==> src/rtl/posit_encoder_rne.sv <==
// Bit-serial posit<N,ES> encoder with round-to-nearest-even, regime saturation,
// zero/NaR special cases and two's-complement negation of the final result.
module posit_encoder_rne #(
    parameter int N  = 32,
    parameter int ES = 2,
    parameter int FW = 32,
    parameter int KW = $clog2(N) + 1
) (
    input  logic          clk,
    input  logic          rst,
    input  logic          start,
    input  logic          sign_in,
    input  logic          zero_in,
    input  logic          nar_in,
    input  logic [KW-1:0] k_in,
    input  logic [ES-1:0] exp_in,
    input  logic [FW-1:0] frac_in,
    output logic [N-1:0]  p_out,
    output logic          busy,
    output logic          done
);

    localparam int SW = ES + FW;
    localparam int CW = $clog2(N);
    localparam logic [N-1:0] NAR = {1'b1, {(N-1){1'b0}}};

    typedef enum logic [2:0] {
        IDLE,
        LOAD,
        SHIFT,
        ROUND,
        FIN
    } state_t;

    state_t        state;
    logic          sign_q;
    logic          zero_q;
    logic          nar_q;
    logic [KW-1:0] k_q;
    logic [SW-1:0] s_q;
    logic [KW-1:0] run_cnt;
    logic          run_bit;
    logic          term_pend;
    logic [CW-1:0] cnt;
    logic [N-2:0]  mag;
    logic [N-1:0]  p_q;

    int            k_int;
    logic [KW-1:0] run_len;
    logic          next_bit;
    logic          guard;
    logic          sticky;
    logic          inc;
    logic [N-1:0]  mag_inc;
    logic [N-2:0]  mag_rnd;
    logic [N-1:0]  p_next;
    logic          accept;

    // Regime clamp: beyond +-(N-2) the regime alone would overflow the N-1 magnitude bits.
    always_comb begin
        k_int = int'($signed(k_q));
        if (k_int > N - 2)
            k_int = N - 2;
        else if (k_int < -(N - 2))
            k_int = -(N - 2);
        run_len = (k_int >= 0) ? KW'(k_int + 1) : KW'(-k_int);
    end

    // Stream order: regime run, terminator, then S MSB-first with zero fill.
    always_comb begin
        next_bit = 1'b0;
        if (run_cnt != '0)
            next_bit = run_bit;
        else if (term_pend)
            next_bit = ~run_bit;
        else
            next_bit = s_q[SW-1];
    end

    // NOTE: every always_comb output gets a default first, so no path can infer a latch.
    always_comb begin
        guard  = 1'b0;
        sticky = 1'b0;
        if (run_cnt == '0 && !term_pend) begin
            guard  = s_q[SW-1];
            sticky = |s_q[SW-2:0];
        end
        inc     = guard & (mag[0] | sticky);
        mag_inc = {1'b0, mag} + N'(inc);
        mag_rnd = mag_inc[N-1] ? '1 : mag_inc[N-2:0];
        p_next  = sign_q ? (~{1'b0, mag_rnd} + N'(1)) : {1'b0, mag_rnd};
    end

    // A new request lands in IDLE, or in FIN on the edge where done rises.
    assign accept = start && ((state == IDLE && !done) || state == FIN);

    // NOTE: state uses non-blocking assignments so every register samples pre-edge values;
    // only control outputs are reset, datapath registers are always loaded before use.
    always_ff @(posedge clk) begin
        if (rst) begin
            state <= IDLE;
            p_out <= '0;
            busy  <= 1'b0;
            done  <= 1'b0;
        end else begin
            done <= 1'b0;
            case (state)
                IDLE: ;
                LOAD: begin
                    if (nar_q) begin
                        p_q   <= NAR;
                        state <= FIN;
                    end else if (zero_q) begin
                        p_q   <= '0;
                        state <= FIN;
                    end else begin
                        run_cnt   <= run_len;
                        run_bit   <= (k_int >= 0);
                        term_pend <= 1'b1;
                        cnt       <= CW'(N - 1);
                        state     <= SHIFT;
                    end
                end
                SHIFT: begin
                    mag <= {mag[N-3:0], next_bit};
                    if (run_cnt != '0)
                        run_cnt <= run_cnt - KW'(1);
                    else if (term_pend)
                        term_pend <= 1'b0;
                    else
                        s_q <= {s_q[SW-2:0], 1'b0};
                    cnt <= cnt - CW'(1);
                    if (cnt == CW'(1))
                        state <= ROUND;
                end
                // Rounding and negation share one cycle so done lands N+2 edges after start.
                ROUND: begin
                    p_q   <= p_next;
                    state <= FIN;
                end
                FIN: begin
                    p_out <= p_q;
                    done  <= 1'b1;
                    busy  <= 1'b0;
                    state <= IDLE;
                end
                default: state <= IDLE;
            endcase

            if (accept) begin
                sign_q <= sign_in;
                zero_q <= zero_in;
                nar_q  <= nar_in;
                k_q    <= k_in;
                s_q    <= {exp_in, frac_in};
                busy   <= 1'b1;
                state  <= LOAD;
            end
        end
    end

endmodule

==> config.mk <==
export PLATFORM = sky130hd
export DESIGN_NAME = posit_encoder_rne
export DESIGN_NICKNAME = d
export VERILOG_FILES = /design/src/rtl/posit_encoder_rne.sv
export SDC_FILE = /design/constraint.sdc
export NUM_CORES = 1
export LEC_CHECK = 0
export BUFFER_PORTS_ARGS = -buffer_cell sky130_fd_sc_hd__buf_4
export CAP_MARGIN = 30
export CORE_MARGIN = 4
export CORE_UTILIZATION = 28
export CTS_CLUSTER_DIAMETER = 200
export DETAILED_ROUTE_END_ITERATION = 10
export PLACE_DENSITY = 0.5
export SLEW_MARGIN = 20
export SYNTH_ARGS = -nofsm -noshare
export SYNTH_HDL_FRONTEND = slang
export SYNTH_SLANG_ARGS = --single-unit
==> constraint.sdc <==
create_clock -name clk -period 8.15 [get_ports clk]
set_input_delay 1.63 -clock clk [delete_from_list [all_inputs] [get_ports clk]]
set_output_delay 1.63 -clock clk [all_outputs]
set_load 0.01 [all_outputs]
# Word-level counts from Yosys, hierarchy flattened

Cells that the tools add are included.

Output and inout port bits: 34
Register bits after elaboration: 156
Bits of input ports: 46
Word-level logic and storage cells: 108

Equality and inequality tests: 15
Add/subtract/negate cells: 6
Bitwise operators: 8
Reductions and logical operators: 25
Order comparisons: 3
Multiplexer cells: 35

Operators by type and width:

| kind                                                                                  | number |
|---|---|
| 32-bit 2-to-1 mux                                                                     | 5 |
| 34-bit 2-to-1 mux                                                                     | 4 |
| 32-bit case mux with 2 select lines                                                   | 1 |
| 33-bit OR reduction                                                                   | 1 |
| 31-bit by 1-bit adder with 32-bit output                                              | 1 |
| 32-bit by 1-bit adder with 32-bit output (second input constant)                      | 1 |
| 32-bit by 1-bit greater-or-equal comparator with 1-bit output (second input constant) | 1 |
| 31-bit NOT with 32-bit output                                                         | 1 |
| 31-bit 2-to-1 mux                                                                     | 1 |
| 6-bit 2-to-1 mux                                                                      | 4 |
| 2-bit inequality test (second input constant)                                         | 7 |
| 3-bit case mux with 4 select lines                                                    | 1 |
| 6-bit case mux with 2 select lines                                                    | 1 |
| 4-bit AND reduction                                                                   | 3 |
| 1-bit 2-to-1 mux                                                                      | 11 |
| 5-bit 2-to-1 mux                                                                      | 2 |
| 5-bit case mux with 2 select lines                                                    | 1 |
| 5-bit AND reduction                                                                   | 2 |
| 3-bit 2-to-1 mux                                                                      | 3 |
| 2-bit AND reduction                                                                   | 4 |
| 2-bit nonzero test                                                                    | 4 |
| 6-bit by 2-bit adder with 6-bit output (second input constant)                        | 1 |
| 3-bit by 2-bit equality test with 1-bit output (second input constant)                | 2 |
| 6-bit greater-than comparator (second input constant)                                 | 1 |
| 21 further kinds                                                                      | 29 |

# Depth between registers and ports, before layout

Gate-level depths: netlist (run 1).

Depth after elaboration: 11
Depth in mapped cells: 15
Mapped depth without buffers: 15

# Worst setup path before layout (run 1)

OpenSTA, ideal clock, no wires.

Path kind: input to register
Start point: in rst
End point: reg s_q[0], enable pin
Arrival: 4.175 ns
Data required time: 7.760 ns
Slack: 3.585 ns
Library setup time: 0.390 ns
Stages on the path: 3
Buffers on the path: 1
Cells stage by stage: clkbuf_1 nor2_1 a21o_1

Cells in the longest elaborated chain, start to end: 2

Ends and longest elaborated chain:

| element                              | line | source |
|---|---|---|
| from (decl)                          | 10   | `input logic rst,` |
| 1-bit NOT (no source line)           | --   |  |
| 4-bit AND reduction (no source line) | --   |  |
| to (signal assigned)                 | 131  | `s_q <= {s_q[SW-2:0], 1'b0};` |
| to (signal assigned)                 | 155  | `s_q <= {exp_in, frac_in};` |
| to (decl)                            | 40   | `logic [SW-1:0] s_q;` |

No other way between the ends.
A chain may end at the register's enable or synchronous reset.

# Worst setup path in the final report (run 1)

Start point: reg run_cnt[0]
End point: reg p_q[28], data pin

Cells in the longest elaborated chain, start to end: 11
Elaborated cells on any way between the ends: 12
Classes of those cells: 2 x add/sub; 5 x mux; 3 x bitwise; 2 x reduce/logical

Ends and longest elaborated chain:

| element                                      | line | source |
|---|---|---|
| from (decl)                                  | 41   | `logic [KW-1:0] run_cnt;` |
| from (signal assigned)                       | 117  | `run_cnt <= run_len;` |
| from (signal assigned)                       | 127  | `run_cnt <= run_cnt - KW'(1);` |
| 6-bit logical NOT (*)                        | 84   | `if (run_cnt == '0 && !term_pend) begin` |
| 1-bit logical AND (*)                        | 84   |  |
| 1-bit 2-to-1 mux                             | 84   |  |
| 1-bit OR                                     | 88   | `inc = guard & (mag[0] \| sticky);` |
| 1-bit AND (*)                                | 88   |  |
| 31-bit by 1-bit adder with 32-bit output (*) | 89   | `mag_inc = {1'b0, mag} + N'(inc);` |
| 31-bit 2-to-1 mux (*)                        | 90   | `mag_rnd = mag_inc[N-1] ? '1 : mag_inc[N-2:0];` |
| 31-bit NOT with 32-bit output                | 91   | `p_next = sign_q ? (~{1'b0, mag_rnd} + N'(1)) : {1'b0, mag_rnd};` |
| 32-bit by 1-bit adder with 32-bit output     | 91   |  |
| 32-bit 2-to-1 mux (*)                        | 91   |  |
| 32-bit case mux with 2 select lines (*)      | 107  | `case (state)` |
| to (signal assigned)                         | 138  | `p_q <= p_next;` |
| to (decl)                                    | 46   | `logic [N-1:0] p_q;` |

Every way passes the cells marked *; elsewhere a longest branch is shown, timed or not.

==> metrics.cfg, run 1 <==
[clock_tree]
htreeDepth = 4
cts_resized = 0
clk_pin_slew_ns = 0.07
cts_sinks = 156
clk_path_buf_depth = 2
cts_tree = yes
root_buffer = clkbuf_16
clock_latency_ns = 0.43
cts_hold_buf = 0
postCtsSetupBuffers = 0
cts_buffers = 17

[timing]
hold_viol = 0
max_freq_mhz = 222
slew_viol_final = 0
relSlewSlack_pct = 44.6
worst_pin_slew_ns = 0.823
fin_setup_tns_ns = 0
finalCritPeriodShare_pct = 55.2
fin_crit_ns = 4.49
rsz0062_at_grt = no
fin_skew_ns = 0.0125
setup_viol = 0

[worst_setup_path]
r2r_slack_ns = 3.66
crit_required_ns = 8.32
path_class = reg2reg
rr_endpoint = p_q[28]$_SDFFCE_PN0P_
critical_path.top_delay_family = simple AND/OR/NAND/NOR gates
arrival_ns = 4.66
max_stage_delay_ns = 0.67
path_buf_inv = 1
critPathLaunchType = flip-flop
crit_path_end_kind = flip-flop
ff2ff_path_depth = 14
path_cells = inv_1 -> ha_1 -> or4b_2 -> nor2_1 -> ha_1 -> nand2_1 -> o21ai_0 -> nand3_1 -> or4b_1 -> a211oi_2 -> nand4_1 -> o41ai_1 -> xor2_1 -> nor2_1
slowest_stage = or4b_2
cp.depth = 14
r2r-start = run_cnt[0]$_DFFE_PP_
path_max_fanout = 6

[layout]
antenna_cells = 0
drive_gt1_share_pct = 20.9
design_area_um2 = 9530
nets = 889
post-route-util_pct = 34.2
fillCellCount = 2810
syn2layout_area_growth_pct = 20.2

[detailed_routing]
drt-pass1-iter-count = 5
wl_per_cell_um = 14.6
drt-initial-drc-count = 331
drcViolationCount = 0
ant_nets = 0
dr_total_vias = 5705
wl_um = 17900
avgViaCountPerCell = 4.66

[hold_path]
hold_start = p_out[13]$_SDFFE_PP0P_
hold-path-cell-count = 2
worstHoldEndpoint = p_out[13]$_SDFFE_PP0P_
min_path_type = reg2reg

[placed_design]
placed_cell_area_um2 = 8940
place_congestion = 0.859
numPortBuffers = 79
hpwl_um = 13100

[synth]
syn_nets = 813
syn_inst = 758
async_reset_ff_share_pct = 0
synth_most_common_cell = edfxtp_1
synth_top_area_share_pct = 45.1
ys_types = 63
synth-edff-count = 119
avgSynthCellArea_um2 = 10.5
yosys-top-cells-count = 119 x edfxtp_1, 115 x nand2_1, 75 x nor2_1
synth_area_um2 = 7930
yosysWarnings = 0
synth-seq-cells = 156
seq_area_frac_synth_pct = 54.4
synth_area_leaders = edfxtp_1 45%, dfxtp_1 9.3%, nand2_1 5.4%
synth_ff_type = edfxtp_1
post-synth-top-area-cell = edfxtp_1

[floorplanning]
die_w_um = 176
die_area_um2 = 31100
row_count = 61
start_util_pct = 28.5
ios = 80
die_h_um = 176
core_um2 = 27900

[grt]
grt_pass1_vias = 5538
track_usage_pct = 11.6
grt_overflow = 0
grt_max_degree = 38
grt_pass1_wl_um = 29200
antenna_found_initial = 0

[pwr]
p_leak_nw = 3.35
max-vdd-ir-drop_v = 0.000144
power_density_nw_per_um2 = 182

[flow_run]
drv_cap = 0

[status]
outcome = complete, no violations

[where the power goes]
part	internal, mW	switching, mW
Combinational	0.0532	0.0535
Sequential	0.874	0.0121
Clock	0.400	0.344
Total	1.33	0.410
[area by class of cell]
class | count | area (um^2) | share of cell area, %
clock inverter | 15 | 128 | 1.34
tap | 378 | 473 | 4.96
sequential | 156 | 4310 | 45.3
multi-input combinational | 549 | 3430 | 35.9
timing repair buffer | 87 | 681 | 7.14
clock buffer | 17 | 425 | 4.46
inverter | 23 | 86.3 | 0.906
[flip-flops by register name, summed over array words and instances, names as in the netlist]
signal / count
busy: 1
cnt: 5
done: 1
k_q: 6
mag: 31
nar_q: 1
p_out: 32
p_q: 32
run_bit: 1
run_cnt: 6
s_q: 34
sign_q: 1
state: 3
term_pend: 1
zero_q: 1
[tightest hold or removal path, cell delays in order, from the launching register on]
cell and delay [ns]:
dfxtp_1 0.31, nand2_1 0.05, a21oi_1 0.05
[through the flow]
stage          power [mW]  setup slack [ns]  instances  hold slack (ns)
2_1_floorplan       0.968              3.59        758            0.421
3_3_place_gp         1.01              3.78       1189            0.443
3_5_place_dp         1.01              3.68       1190            0.448
4_1_cts              1.76              3.68       1222            0.457
5_1_grt              1.81              3.24       1225            0.473
6_report             1.74              3.66       1225            0.453
[layer usage]
layer	wire length, um	vias up	GRT usage (%)
li1	-	2919	-
met1	8890	2665	16.7
met2	8140	111	17.5
met3	602	10	2.23
met4	224	0	3.83
met5	0	-	0
[layout by cell type, fill, tap and decap left out, types with 4 or more instances in the layout]
cell	instances
nand3_1	28
nand4_1	16
nor4_1	17
a21oi_1	51
edfxtp_1	119
or3_1	6
inv_6	5
nand2_1	114
nor3_1	17
dfxtp_1	37
xor2_1	24
clkbuf_16	17
nor2b_1	5
nor2_1	73
a31oi_1	6
o21ai_1	4
and3_1	8
mux2_2	34
xnor2_1	30
and4_1	5
o31ai_1	8
nand2b_1	9
inv_1	23
o21ai_0	23
buf_4	84
ha_1	9
[worst max-delay path by stage]
stage / from / end / slack, ns
global placement: start / s_q[19]$_DFFE_PP_ / 3.78
detailed placement: run_cnt[0]$_DFFE_PP_ / p_q[28]$_SDFFCE_PN0P_ / 3.68
CTS: run_cnt[0]$_DFFE_PP_ / p_q[28]$_SDFFCE_PN0P_ / 3.68
floorplan: rst / s_q[0]$_SDFFCE_PN0P_ / 3.59
global route: run_cnt[0]$_DFFE_PP_ / p_q[28]$_SDFFCE_PN0P_ / 3.24
finish: run_cnt[0]$_DFFE_PP_ / p_q[28]$_SDFFCE_PN0P_ / 3.66
[cells by family after synthesis]
kind of cell | after synthesis | share of synthesized area [%]
xor gates and xnor gates | 54 | 5.97
muxes | 36 | 5.08
AOI/OAI and AO/OA | 116 | 9.25
and+or+nand+nor | 334 | 21.3
DFF | 156 | 54.4
buffers and inverters | 53 | 2.53
adders and majority gates | 9 | 1.42
Power figures use the tool's default switching activity.
==> run 2: changes to the inputs <==
--- a/config.mk
+++ b/config.mk
@@ -11,7 +11,7 @@
 export CORE_UTILIZATION = 28
 export CTS_CLUSTER_DIAMETER = 200
 export DETAILED_ROUTE_END_ITERATION = 10
-export PLACE_DENSITY = 0.5
+export PLACE_DENSITY = 0.51
 export SLEW_MARGIN = 20
 export SYNTH_ARGS = -nofsm -noshare
 export SYNTH_HDL_FRONTEND = slang
==> constraint.sdc (replaced) <==
create_clock -name clk -period 3.85 [get_ports clk]
set_input_delay 0.77 -clock clk [delete_from_list [all_inputs] [get_ports clk]]
set_output_delay 0.77 -clock clk [all_outputs]
set_load 0.01 [all_outputs]
==> run 2 against run 1 <==
Clock power is 110% higher; critical endpoint is now p_q[29]$_SDFFCE_PN0P_; largest cell class unchanged; utilization is 2.2 points higher; via count is 3.7% higher; worst setup slack worse by 3.5 ns; final cell count is 5.1% higher; routed wire length is 3.9% higher; total power is 110% higher; die area stayed put; critical path depth is 2 higher; sequential power is 110% higher.
==> metrics.cfg, run 2 (same netlist as run 1, synthesis figures left out) <==
[timing]
hold_viol = 0
fin_skew_ns = 0.0249
finalCritPeriodShare_pct = 95.9
setup_viol = 0
max_freq_mhz = 271
fin_setup_tns_ns = 0
relSlewSlack_pct = 37.1
fin_crit_ns = 3.69
slew_viol_final = 0
worst_pin_slew_ns = 0.937
hold-worst-slack_ns = 0.452

[layout]
top_regs = s_q (34), p_out (32), p_q (32)
largest_register_ffs = 34
syn2layout_area_growth_pct = 28.0
largest-register = s_q
antenna_cells = 0
drive_gt1_share_pct = 28.6
nets = 951
final_common_cell = buf_4
layout_common_cells = 146 x buf_4, 119 x edfxtp_1, 113 x nand2_1
fillCellCount = 2803

[clock_tree]
cts_sinks = 156
clk_path_buf_depth = 2
root_buffer = clkbuf_16
clk_pin_slew_ns = 0.07
cts_buffers = 17
htreeDepth = 4
cts_tree = yes
clock_latency_ns = 0.43

[placed_design]
numPortBuffers = 79
hpwl_um = 13600
place_congestion = 0.814

[floorplanning]
die_w_um = 176
row_count = 61
core_um2 = 27900
die_area_um2 = 31100
ios = 80
die_h_um = 176
start_util_pct = 28.5

[detailed_routing]
ant_nets = 0
drt-pass1-iter-count = 5
wl_um = 18500
drt-initial-drc-count = 308
drcViolationCount = 0
wl_per_cell_um = 14.4
dr_total_vias = 5914
avgViaCountPerCell = 4.60

[status]
outcome = complete, no violations

[hold_path]
min_path_type = reg2reg

[flow_run]
drv_cap = 0

[pwr]
power_density_nw_per_um2 = 363
max-vdd-ir-drop_v = 0.000259
p_leak_nw = 3.68

[grt]
grt_pass1_wl_um = 30000
grt_overflow = 0
antenna_found_initial = 0
track_usage_pct = 11.8
grt_max_degree = 38
grt_pass1_vias = 5688

[worst_setup_path]
r2r_slack_ns = 0.16
arrival_ns = 3.86
max_stage_delay_ns = 0.47
path_class = reg2reg
crit_path_end_kind = flip-flop
slowest_stage = or4b_4
crit_required_ns = 4.01
critPathLaunchType = flip-flop
path_max_fanout = 4
path_cells = inv_2 -> ha_4 -> or4b_4 -> nor2_4 -> ha_4 -> buf_4 -> and3_1 -> nand4_1 -> xor2_1 -> nand4_1 -> nor4_2 -> buf_4 -> nand4_4 -> o41ai_2 -> xnor2_1 -> nor2_1

==> run 2: cell types whose count changed in the layout (fill, tap and decap cells not counted), moves of 2 or more <==
| cell | before | now |
|---|---|---|
| buf_4 | 84 | 146 |
| clkinv_4 | 3 | 0 |
| ha_1 | 9 | 6 |
| ha_4 | 0 | 2 |
| inv_1 | 23 | 21 |
| inv_2 | 0 | 2 |
| inv_4 | 0 | 3 |
| inv_8 | 3 | 1 |
| nor4_1 | 17 | 12 |
| nor4_2 | 1 | 6 |
| o41ai_1 | 3 | 1 |
| or4b_4 | 1 | 3 |
==> run 2: repair_timing <==
action | 4_1_cts | 5_1_grt
gates resized for setup | 1 | 28
hold buffers | 0 | 0
setup buffers | 1 | 6
hold endpoints to repair | 0 | 0
endpoints found under the setup margin | 6 | 18
pin swaps | 1 | 8
==> run 2: cell type report <==
type,count,area (um^2),share of cell area [%]
clock buffers,19,443,4.36
clock inverters,13,101,0.999
inverters,23,86.3,0.851
multi-input cells,549,3590,35.4
flip-flops and latches,156,4310,42.5
well taps,378,473,4.66
repair buffers,149,1140,11.2
==> run 2: power breakdown <==
| group | total [mW] | internal (mW) | switching [mW] |
|---|---|---|---|
| logic | 0.235 | 0.117 | 0.117 |
| clock network | 1.58 | 0.856 | 0.723 |
| registers | 1.87 | 1.85 | 0.0239 |
| total | 3.69 | 2.82 | 0.864 |
==> run 2: stage by stage <==
stage | total power, mW | setup slack (ns) | area (um^2) | instances | util, %
2_1_floorplan | 2.05 | 0.145 | 7950 | 758 | -
3_3_place_gp | 2.14 | -0.0489 | 9370 | 1246 | 33.6
3_5_place_dp | 2.14 | -0.0975 | 9390 | 1247 | 33.7
4_1_cts | 3.73 | 0.00256 | 9940 | 1280 | 35.7
5_1_grt | 3.84 | -0.0179 | 10100 | 1287 | 36.4
6_report | 3.69 | 0.157 | 10100 | 1287 | 36.4
==> run 2: path summary, 6_finish.rpt <==
path | startpoint | endpoint | depth (start not counted)
worst max-delay path | run_cnt[0]$_DFFE_PP_ | p_q[29]$_SDFFCE_PN0P_ | 16
worst min-delay path | p_out[7]$_SDFFE_PP0P_ | p_out[7]$_SDFFE_PP0P_ | 2
worst max register to register | run_cnt[0]$_DFFE_PP_ | p_q[29]$_SDFFCE_PN0P_ | 16
worst min register to register | p_out[7]$_SDFFE_PP0P_ | p_out[7]$_SDFFE_PP0P_ | 2
==> run 2: critical path, delay by kind of cell (launching register included) <==
kind / cells / cell delay, ns
AOI/OAI and AO/OA: 1 / 0.37
buffers and inverters: 3 / 0.39
adders and majority gates: 2 / 0.28
DFF: 1 / 0.40
xor gates and xnor gates: 2 / 0.40
and+or+nand+nor: 8 / 1.56
==> run 2: layer usage <==
layer | track usage, % | wire (um) | up-vias
met4 | 3.93 | 272 | 0
li1 | - | - | 3038
met5 | 0 | 0 | -
met1 | 17.2 | 9340 | 2769
met2 | 18.3 | 8450 | 89
met3 | 1.63 | 482 | 18
